File: config.mk
export PLATFORM = sky130hd
export DESIGN_NAME = recon_tx_framer
export DESIGN_NICKNAME = d
export VERILOG_FILES = /design/src/rtl/recon_tx_framer.sv
export SDC_FILE = /design/constraint.sdc
export NUM_CORES = 2
export LEC_CHECK = 0
export CORE_AREA = 5 5 628 630
export DETAILED_ROUTE_END_ITERATION = 12
export DIE_AREA = 0 0 633 635
export REMOVE_ABC_BUFFERS = 1
export SETUP_SLACK_MARGIN = 0.5
export SYNTH_ARGS = -nofsm -noshare
export SYNTH_HDL_FRONTEND = slang
export SYNTH_SLANG_ARGS = --single-unit
File: constraint.sdc
create_clock -name clk -period 3.7 [get_ports clk]
set_input_delay 0.555 -clock clk [delete_from_list [all_inputs] [get_ports clk]]
set_output_delay 0.555 -clock clk [all_outputs]
set_load 0.02 [all_outputs]
File: src/rtl/recon_tx_framer.sv
`default_nettype none
// ============================================================================
//  Module   : recon_tx_framer
//  Purpose  : Transmit framer for the reconfiguration protocol. Prepends the
//             46-byte Eth/IP/RMT header and the 10-byte recon header to the
//             DMA payload stream, realigning payload by 8 bytes per beat.
//             Optional feature macro: RECON_TX_LEN_CHECK_EN (payload length
//             vs. requested size check, reported on status_err).
//  Revision : 1.0 - initial release
// ============================================================================
module recon_tx_framer #(
    parameter int DATA_WIDTH      = 512,
    parameter int KEEP_WIDTH      = DATA_WIDTH / 8,
    parameter int ADDR_WIDTH      = 34,
    parameter int ETH_HDR_BYTES   = 46,
    parameter int RECON_HDR_BYTES = 10
) (
    input  logic                       clk,
    input  logic                       rst,
    input  logic                       s_req_valid,
    output logic                       s_req_ready,
    input  logic [ETH_HDR_BYTES*8-1:0] s_req_eth_hdr,
    input  logic [1:0]                 s_req_func,
    input  logic                       s_req_size_valid,
    input  logic [ADDR_WIDTH-1:0]      s_req_addr,
    input  logic [7:0]                 s_req_id,
    input  logic [31:0]                s_req_size,
    input  logic [DATA_WIDTH-1:0]      s_axis_tdata,
    input  logic [KEEP_WIDTH-1:0]      s_axis_tkeep,
    input  logic                       s_axis_tvalid,
    input  logic                       s_axis_tlast,
    output logic                       s_axis_tready,
    output logic [DATA_WIDTH-1:0]      m_axis_tdata,
    output logic [KEEP_WIDTH-1:0]      m_axis_tkeep,
    output logic                       m_axis_tvalid,
    output logic                       m_axis_tlast,
    input  logic                       m_axis_tready,
    output logic                       status_frame_done,
    output logic                       status_err
);

    localparam int c_ETH_BITS    = ETH_HDR_BYTES * 8;
    localparam int c_RHDR_BITS   = RECON_HDR_BYTES * 8;
    localparam int c_HDR_BYTES   = ETH_HDR_BYTES + RECON_HDR_BYTES;
    localparam int c_HDR_BITS    = c_HDR_BYTES * 8;
    // Bytes of each payload beat that fit behind the saved 56 bytes
    localparam int c_SPILL_BYTES = KEEP_WIDTH - c_HDR_BYTES;
    localparam int c_SPILL_BITS  = c_SPILL_BYTES * 8;

    localparam logic [2:0] S_IDLE     = 3'd0;
    localparam logic [2:0] S_HDR_ONLY = 3'd1;
    localparam logic [2:0] S_FIRST    = 3'd2;
    localparam logic [2:0] S_BODY     = 3'd3;
    localparam logic [2:0] S_TAIL     = 3'd4;

    // Recon header layout: {3'b0, size, id, addr(34), size_valid, func}
    function automatic logic [c_RHDR_BITS-1:0] f_pack_recon(
        input logic [1:0]            func,
        input logic                  size_valid,
        input logic [ADDR_WIDTH-1:0] addr,
        input logic [7:0]            id,
        input logic [31:0]           size
    );
        logic [33:0] addr34;
        addr34 = 34'(addr);
        return {3'b000, size, id, addr34, size_valid, func};
    endfunction

    logic [2:0]                r_state;
    logic [2:0]                w_next_state;
    logic [c_ETH_BITS-1:0]     r_eth;
    logic [c_RHDR_BITS-1:0]    r_recon;
    logic [c_HDR_BITS-1:0]     r_save;
    logic [c_HDR_BYTES-1:0]    r_save_keep;
    logic [DATA_WIDTH-1:0]     r_m_tdata;
    logic [KEEP_WIDTH-1:0]     r_m_tkeep;
    logic                      r_m_tvalid;
    logic                      r_m_tlast;
    logic                      r_err;

    logic                      w_slot;
    logic                      w_req_fire;
    logic                      w_pay_fire;
    logic                      w_rest_empty;
    logic                      w_len_err;
    logic [c_RHDR_BITS-1:0]    w_recon_in;

    assign w_slot       = !r_m_tvalid || m_axis_tready;
    assign w_req_fire   = s_req_valid && s_req_ready;
    assign w_pay_fire   = s_axis_tvalid && s_axis_tready;
    assign w_rest_empty = (s_axis_tkeep[KEEP_WIDTH-1:c_SPILL_BYTES] == '0);
    assign w_recon_in   = f_pack_recon(s_req_func, s_req_size_valid, s_req_addr,
                                       s_req_id, s_req_size);

`ifdef RECON_TX_LEN_CHECK_EN
    logic [31:0] r_size;
    logic [31:0] r_len_cnt;
    logic [31:0] w_beat_bytes;
    logic [31:0] w_len_sum;

    // Count the valid bytes in the current payload beat
    always_comb begin
        w_beat_bytes = '0;
        for (int i = 0; i < KEEP_WIDTH; i++) begin
            w_beat_bytes = w_beat_bytes + 32'(s_axis_tkeep[i]);
        end
    end

    assign w_len_sum = r_len_cnt + w_beat_bytes;
    assign w_len_err = w_pay_fire && s_axis_tlast && (w_len_sum != r_size);

    // Per-frame payload byte counter, cleared on each accepted request
    always_ff @(posedge clk) begin
        if (rst) begin
            r_len_cnt <= '0;
            r_size    <= '0;
        end else if (w_req_fire) begin
            r_len_cnt <= '0;
            r_size    <= s_req_size;
        end else if (w_pay_fire) begin
            r_len_cnt <= w_len_sum;
        end
    end
`else
    assign w_len_err = 1'b0;
`endif

    // State register
    always_ff @(posedge clk) begin
        if (rst) begin
            r_state <= S_IDLE;
        end else begin
            r_state <= w_next_state;
        end
    end

    // Next-state decode
    always_comb begin
        w_next_state = r_state;
        case (r_state)
            S_IDLE: begin
                if (w_req_fire) begin
                    case (s_req_func)
                        2'b00:   w_next_state = S_FIRST;
                        2'b01:   w_next_state = S_HDR_ONLY;
                        default: w_next_state = S_IDLE;
                    endcase
                end
            end
            // Header beat is already in the output register; wait for it to leave
            S_HDR_ONLY: begin
                if (m_axis_tready) begin
                    w_next_state = S_IDLE;
                end
            end
            S_FIRST, S_BODY: begin
                if (w_pay_fire) begin
                    if (s_axis_tlast && w_rest_empty) begin
                        w_next_state = S_IDLE;
                    end else if (s_axis_tlast) begin
                        w_next_state = S_TAIL;
                    end else begin
                        w_next_state = S_BODY;
                    end
                end
            end
            S_TAIL: begin
                if (w_slot) begin
                    w_next_state = S_IDLE;
                end
            end
            default: w_next_state = S_IDLE;
        endcase
    end

    // Handshake and status outputs
    always_comb begin
        s_req_ready       = 1'b0;
        s_axis_tready     = 1'b0;
        status_frame_done = r_m_tvalid && m_axis_tready && r_m_tlast;
        if (!rst) begin
            // New request only once the previous frame's last beat has left
            s_req_ready   = (r_state == S_IDLE) && !r_m_tvalid;
            s_axis_tready = ((r_state == S_FIRST) || (r_state == S_BODY)) && w_slot;
        end
    end

    // Request latch, payload carry-over and output beat register
    always_ff @(posedge clk) begin
        if (rst) begin
            r_eth       <= '0;
            r_recon     <= '0;
            r_save      <= '0;
            r_save_keep <= '0;
            r_m_tdata   <= '0;
            r_m_tkeep   <= '0;
            r_m_tvalid  <= 1'b0;
            r_m_tlast   <= 1'b0;
            r_err       <= 1'b0;
        end else begin
            r_err <= (w_req_fire && s_req_func[1]) || w_len_err;
            if (w_slot) begin
                r_m_tvalid <= 1'b0;
            end
            if (w_req_fire) begin
                r_eth   <= s_req_eth_hdr;
                r_recon <= w_recon_in;
            end
            if (w_pay_fire) begin
                r_save      <= s_axis_tdata[DATA_WIDTH-1:c_SPILL_BITS];
                r_save_keep <= s_axis_tkeep[KEEP_WIDTH-1:c_SPILL_BYTES];
            end
            case (r_state)
                // Header-only frames load straight from the request for 1-cycle latency
                S_IDLE: begin
                    if (w_req_fire && (s_req_func == 2'b01)) begin
                        r_m_tdata  <= {{c_SPILL_BITS{1'b0}}, w_recon_in, s_req_eth_hdr};
                        r_m_tkeep  <= {{c_SPILL_BYTES{1'b0}}, {c_HDR_BYTES{1'b1}}};
                        r_m_tvalid <= 1'b1;
                        r_m_tlast  <= 1'b1;
                    end
                end
                S_FIRST: begin
                    if (w_pay_fire) begin
                        r_m_tdata  <= {s_axis_tdata[c_SPILL_BITS-1:0], r_recon, r_eth};
                        r_m_tkeep  <= {s_axis_tkeep[c_SPILL_BYTES-1:0], {c_HDR_BYTES{1'b1}}};
                        r_m_tvalid <= 1'b1;
                        r_m_tlast  <= s_axis_tlast && w_rest_empty;
                    end
                end
                S_BODY: begin
                    if (w_pay_fire) begin
                        r_m_tdata  <= {s_axis_tdata[c_SPILL_BITS-1:0], r_save};
                        r_m_tkeep  <= {s_axis_tkeep[c_SPILL_BYTES-1:0], r_save_keep};
                        r_m_tvalid <= 1'b1;
                        r_m_tlast  <= s_axis_tlast && w_rest_empty;
                    end
                end
                S_TAIL: begin
                    if (w_slot) begin
                        r_m_tdata  <= {{c_SPILL_BITS{1'b0}}, r_save};
                        r_m_tkeep  <= {{c_SPILL_BYTES{1'b0}}, r_save_keep};
                        r_m_tvalid <= 1'b1;
                        r_m_tlast  <= 1'b1;
                    end
                end
                default: ;
            endcase
        end
    end

    assign m_axis_tdata  = r_m_tdata;
    assign m_axis_tkeep  = r_m_tkeep;
    assign m_axis_tvalid = r_m_tvalid;
    assign m_axis_tlast  = r_m_tlast;
    assign status_err    = r_err;

endmodule
`default_nettype wire
After elaboration in Yosys (flattened, before gate mapping)
Index checks and enable logic that the tools add are counted.

Eq/ne operators: 12. Mux-type cells: 29. Reductions and logical operators: 21.

Operators with widths (number): 512-bit two-way mux (4); 512-bit one-hot mux with 4 select lines (1); 64-bit two-way mux (4); 64-bit one-hot mux with 4 select lines (1); 56-bit zero test (1); 3-bit two-way mux (6); 3-bit one-hot mux with 4 select lines (1); 2-bit inequality test (second input constant) (5); 1-bit logical AND (9); 1-bit two-way mux (9); 4-bit AND reduction (2); 3-bit by 2-bit == test with 1-bit output (second input constant) (2); 1-bit one-hot mux with 3 select lines (2); 5-bit AND reduction (1); 2-bit by 1-bit inequality test with 1-bit output (second input constant) (2); 2-bit one-hot mux with 2 select lines (1); 4-bit nonzero test (1); 3-bit by 1-bit == test with 1-bit output (second input constant) (1); 3-bit == test (second input constant) (1); 3-bit zero test (1); 3-bit nonzero test (1); 2-bit by 1-bit == test with 1-bit output (second input constant) (1); 2-bit zero test (1); 1-bit logical OR (2); other kinds (2) (2).

Bits in registers: 1531. Bits of input ports: 1027. Output and inout port bits: 582.

Longest topological paths before layout
Depth in word-level cells: 7. Depth in mapped cells: 10. Depth with buffers taken out: 5.

Worst setup path before layout
OpenSTA, ideal clock, no wires.

Kind: input -> output. From: input port rst. To: output port s_req_ready. Arrival: 1.967 ns. Data required time: 3.145 ns. Setup slack: 1.178 ns. Stages on the path: 5. Path buffers: 4. Cells stage by stage: buf_2 -> clkbuf_1 -> clkbuf_1 -> clkbuf_1 -> nor4_1.

Cells in the longest elaborated chain, start to end: 1.

Ends and longest elaborated chain: from (decl) (RTL line 19) `input logic rst,`; 1-bit two-way mux (RTL line 181) `if (!rst) begin`; to (decl) (RTL line 21) `output logic s_req_ready,`.

Every way passes these cells.

Final worst setup path
From: register r_m_tdata[62], in the netlist m_axis_tdata[62]. To: output port m_axis_tdata[62].

RTL lines: from (decl) (RTL line 75) `logic [DATA_WIDTH-1:0] r_m_tdata;`; from (signal assigned) (RTL line 217) `r_m_tdata <= {{c_SPILL_BITS{1'b0}}, w_recon_in, s_req_eth_hdr};`; from (signal assigned) (RTL line 225) `r_m_tdata <= {s_axis_tdata[c_SPILL_BITS-1:0], r_recon, r_eth};`; from (signal assigned) (RTL line 233) `r_m_tdata <= {s_axis_tdata[c_SPILL_BITS-1:0], r_save};`; to (decl) (RTL line 33) `output logic [DATA_WIDTH-1:0] m_axis_tdata,`.

No word-level cell between the ends.

==> summary.md <==
| Metric | Value |
|---|---|
| Largest net degree at the start of global routing | `between 200 and 300` |
| Starting Density | `between 10% and 20%` |
| Tmin final | `2.97 ns` |
| Finish-stage setup viols | `0` |
| Min-delay worst type | `in2reg` |
| Worst slew margin | `1.62%` |
| DR WL/cell | `25.4 um` |
| Worst R2R End | `m_axis_tdata[189]$_SDFFE_PP0P_` |
| Peak supply drop | `0.299 mV` |
| TritonCTS clock tree | `done` |
| Die Ht | `roughly 640 um` |
| Crit. path cell count | `1` |
| Asr flop ratio synth | `0%` |
| Final Cycle Share | `80.3%` |
| Register bit count reported by yosys | `1531` |
| Crit-path slowest cell | `clkdlybuf4s50_1` |
| Congestion Overflow GR | `0` |
| Design Area, Final | `0.0873 sq mm` |
| Post-synth EDFFs | `0` |
| Area leader, netlist | `dfxtp_1` |
| Clk slew on worst S/H paths | `about 0.060 ns` |
| ANT nets after route | `0` |
| Worst setup path startpoint | `m_axis_tdata[62]$_SDFFE_PP0P_` |
| CTS root buf | `clkbuf_16` |
| Post-CTS Setup Repair Bufs | `0` |
| Syn_area_per_cell | `8.31 sq um` |
| Nets | `9435` |
| Worst setup EP type | `output port` |
| PwrDens | `476 mW/mm^2` |
| Synthesized instance count | `7131` |
| Sequential fraction of the synthesis area | `approximately 52%` |
| Worst path max stage delay | `0.94 ns` |
| Setup ws final | `0.731 ns` |
| Synth warn | `0` |
| Cell variety after synth | `41` |
| Crit path max-delay family | `buffers and inverters` |
| CP endpoint | `m_axis_tdata[62]` |
| Mapped Area | `0.0592 sq mm` |
| Cell leakage power | `28.6 nW` |
| First-pass GRT wire length | `between 400000 and 500000 um` |
| Status | `finished, final reports clean` |
| Tightest Pin Transition | `around 1.5 ns` |
| Final Hold Vio Count | `0` |
| Worst setup SP type | `flip-flop` |
| Clock buffer count from CTS | `about 180` |
| Vias post-DR | `58534` |
| Detailed Route Iter0 Violations | `4942` |
| DRT Wirelength | `351000 um` |
| Clk_skew | `between 0.06 and 0.07 ns` |
| GP Congestion | `0.904` |
| Clock latency on the worst-skew pair | `roughly 0.86 ns` |
| Initial antenna violation count | `266` |
| Avg Vias per Cell | `between 4 and 5` |
| Clk sinks | `1531` |
| Worst r2r src | `r_state[2]$_SDFFE_PP0P_` |
| Buffers and inverters on the worst path | `1` |
| DRC | `0` |
| H-tree depth | `4` |
| Ys flop type | `dfxtp_1` |
| Die area | `0.402 sq mm` |
| Die width | `633 um` |
| Core region area | `0.388 sq mm` |
| Critical Path, Cell by Cell | `clkdlybuf4s50_1` |
| Buffers added on ports | `between 1500 and 2000` |
| Vias in the first global route | `approximately 54000` |
| DPL Wire Length | `~270000 um` |
| Ports | `1609` |
| CP Class | `reg2out` |
| Share of layout cells above drive strength 1 | `5.36%` |
| RSZ-0062 raised after global routing | `false` |
| Slew Limit Fails | `0` |
| Critical Path RT | `3.14 ns` |
| Row Count | `229` |
| Fmax | `0.337 GHz` |
| Synth top area share | `51.7%` |
| Worst endpoint data arrival time | `2.41 ns` |
| Ranking of synthesized cells by area | `dfxtp_1, nand2_1, a311oi_1, a22oi_1, nand2b_1` |
| R2R Setup Slk | `approximately 0.80 ns` |
| Place WS | `about 0.47 ns` |
| R2r worst-path depth | `7` |
| Fin Setup TNS | `0 ns` |
| Area growth, synth to finish | `47.4%` |
| First-pass iteration count of the detailed router | `6` |
| Total global-route track usage | `16.5%` |
| CTS max path bufs | `4` |
| Worst Path Max Fanout | `2` |
| Max-cap violations | `0` |
| DP Area | `between 0.08 and 0.09 sq mm` |
==> worst min-delay path, cell delays in order <==
cell,delay (ns)
clkdlybuf4s50_1,0.39
nand2_1,0.05
o21ai_1,0.05
==> final cells by class <==
cell class,instances,area (sq um)
Antenna cell,66,165
Fill cell,42757,301000
Sequential cell,1531,30600
Multi-Input combinational cell,4943,25700
Tap cell,5197,6500
Timing Repair Buffer,1748,17900
Clock inverter,78,1230
Inverter,1,3.75
Clock buffer,258,5260
==> how the worst min path moves through the flow <==
stage	cells past startpoint	endpoint	slack, ns	from
floorplan	2	r_eth[0]$_SDFFE_PP0N_	0.43	r_eth[0]$_SDFFE_PP0N_
global route	3	r_eth[197]$_SDFFE_PP0N_	0.16	s_req_eth_hdr[197]
finish	3	r_save[417]$_SDFFE_PP0P_	0.22	s_axis_tdata[481]
detailed placement	2	r_eth[353]$_SDFFE_PP0N_	0.45	r_eth[353]$_SDFFE_PP0N_
global placement	2	r_recon[41]$_SDFFE_PP0N_	0.44	r_recon[41]$_SDFFE_PP0N_
CTS	3	r_save[417]$_SDFFE_PP0P_	0.11	s_axis_tdata[481]
==> logic make-up (layout without fill, tap and decap cells) <==
| group | count (synthesis) | after routing | share of synthesized area [%] |
|---|---|---|---|
| and+or+nand+nor | 3013 | 3013 | 21.7 |
| other | 0 | 66 | 0 |
| DFF | 1531 | 1531 | 51.7 |
| AOI/OAI and AO/OA | 1930 | 1930 | 21.5 |
| buffers and inverters | 657 | 2085 | 5.05 |
==> routing by layer <==
layer  up-vias  GRT usage (%)  wire [um]
met5         -              0       1540
met4       236           6.64      16500
met3       900           8.33      42300
met1     27727           17.8     128000
li1      27228              -          -
met2      2443           27.2     163000
==> where the power goes <==
| group | internal (mW) | total (mW) | leakage [nW] | switching (mW) |
|---|---|---|---|---|
| Clock | 11.6 | 19.6 | 3.17 | 7.96 |
| Combinational | 2.09 | 4.51 | 13.0 | 2.42 |
| Sequential | 17.1 | 17.5 | 12.4 | 0.377 |
==> what timing repair did <==
item | 4_1_cts | 5_1_grt
endpoints found under the hold margin | 1 | 0
endpoints found under the setup margin | 2 | 1
pin swaps | 0 | 0
hold buffers | 1 | 0
resized for setup | 2 | 2
==> cell usage in the layout (no fill, tap or decap), drive strengths merged, types with 2 or more instances in the layout <==
cell           instances
o21ai                506
nand4                  3
nand2b               506
diode                 66
and2                   2
nor3                 115
nor2                 506
buf                  141
clkdlybuf4s50       1605
a311oi               445
nand3                  4
nand2               1847
inv                   13
nor2b                  5
and3                   2
nor4                  16
a22o                  73
a22oi                446
bufinv                23
dfxtp               1531
clkbuf               259
clkinvlp               8
a21oi                453
clkinv                35
==> state kept, by name, indices dropped and copies added (netlist names) <==
| signal | cells |
|---|---|
| m_axis_tdata | 512 |
| m_axis_tkeep | 64 |
| m_axis_tlast | 1 |
| m_axis_tvalid | 1 |
| r_eth | 368 |
| r_recon | 77 |
| r_save | 448 |
| r_save_keep | 56 |
| r_state | 3 |
| status_err | 1 |
==> synth_stat cells, drive strengths merged (2+ instances only) <==
library cell / instances
nand2: 1847
dfxtp: 1531
nand2b: 506
nor2: 506
o21ai: 506
a21oi: 453
a22oi: 446
a311oi: 445
clkbuf: 354
buf: 302
nor3: 115
a22o: 73
nor4: 16
nor2b: 5
nand3: 4
nand4: 3
and2: 2
and3: 2
==> per-stage QoR <==
step	power, mW	utilization, %	instances	hold slack (ns)
after floorplan	19.9	-	6475	0.430
after global placement	22.3	20.8	13419	0.441
after detailed placement	22.3	20.8	13419	0.446
after CTS	42.2	22.5	13756	0.107
after global routing	43.1	22.5	13794	0.162
final	41.6	22.5	13822	0.223
(Power assumes the default switching activity.)
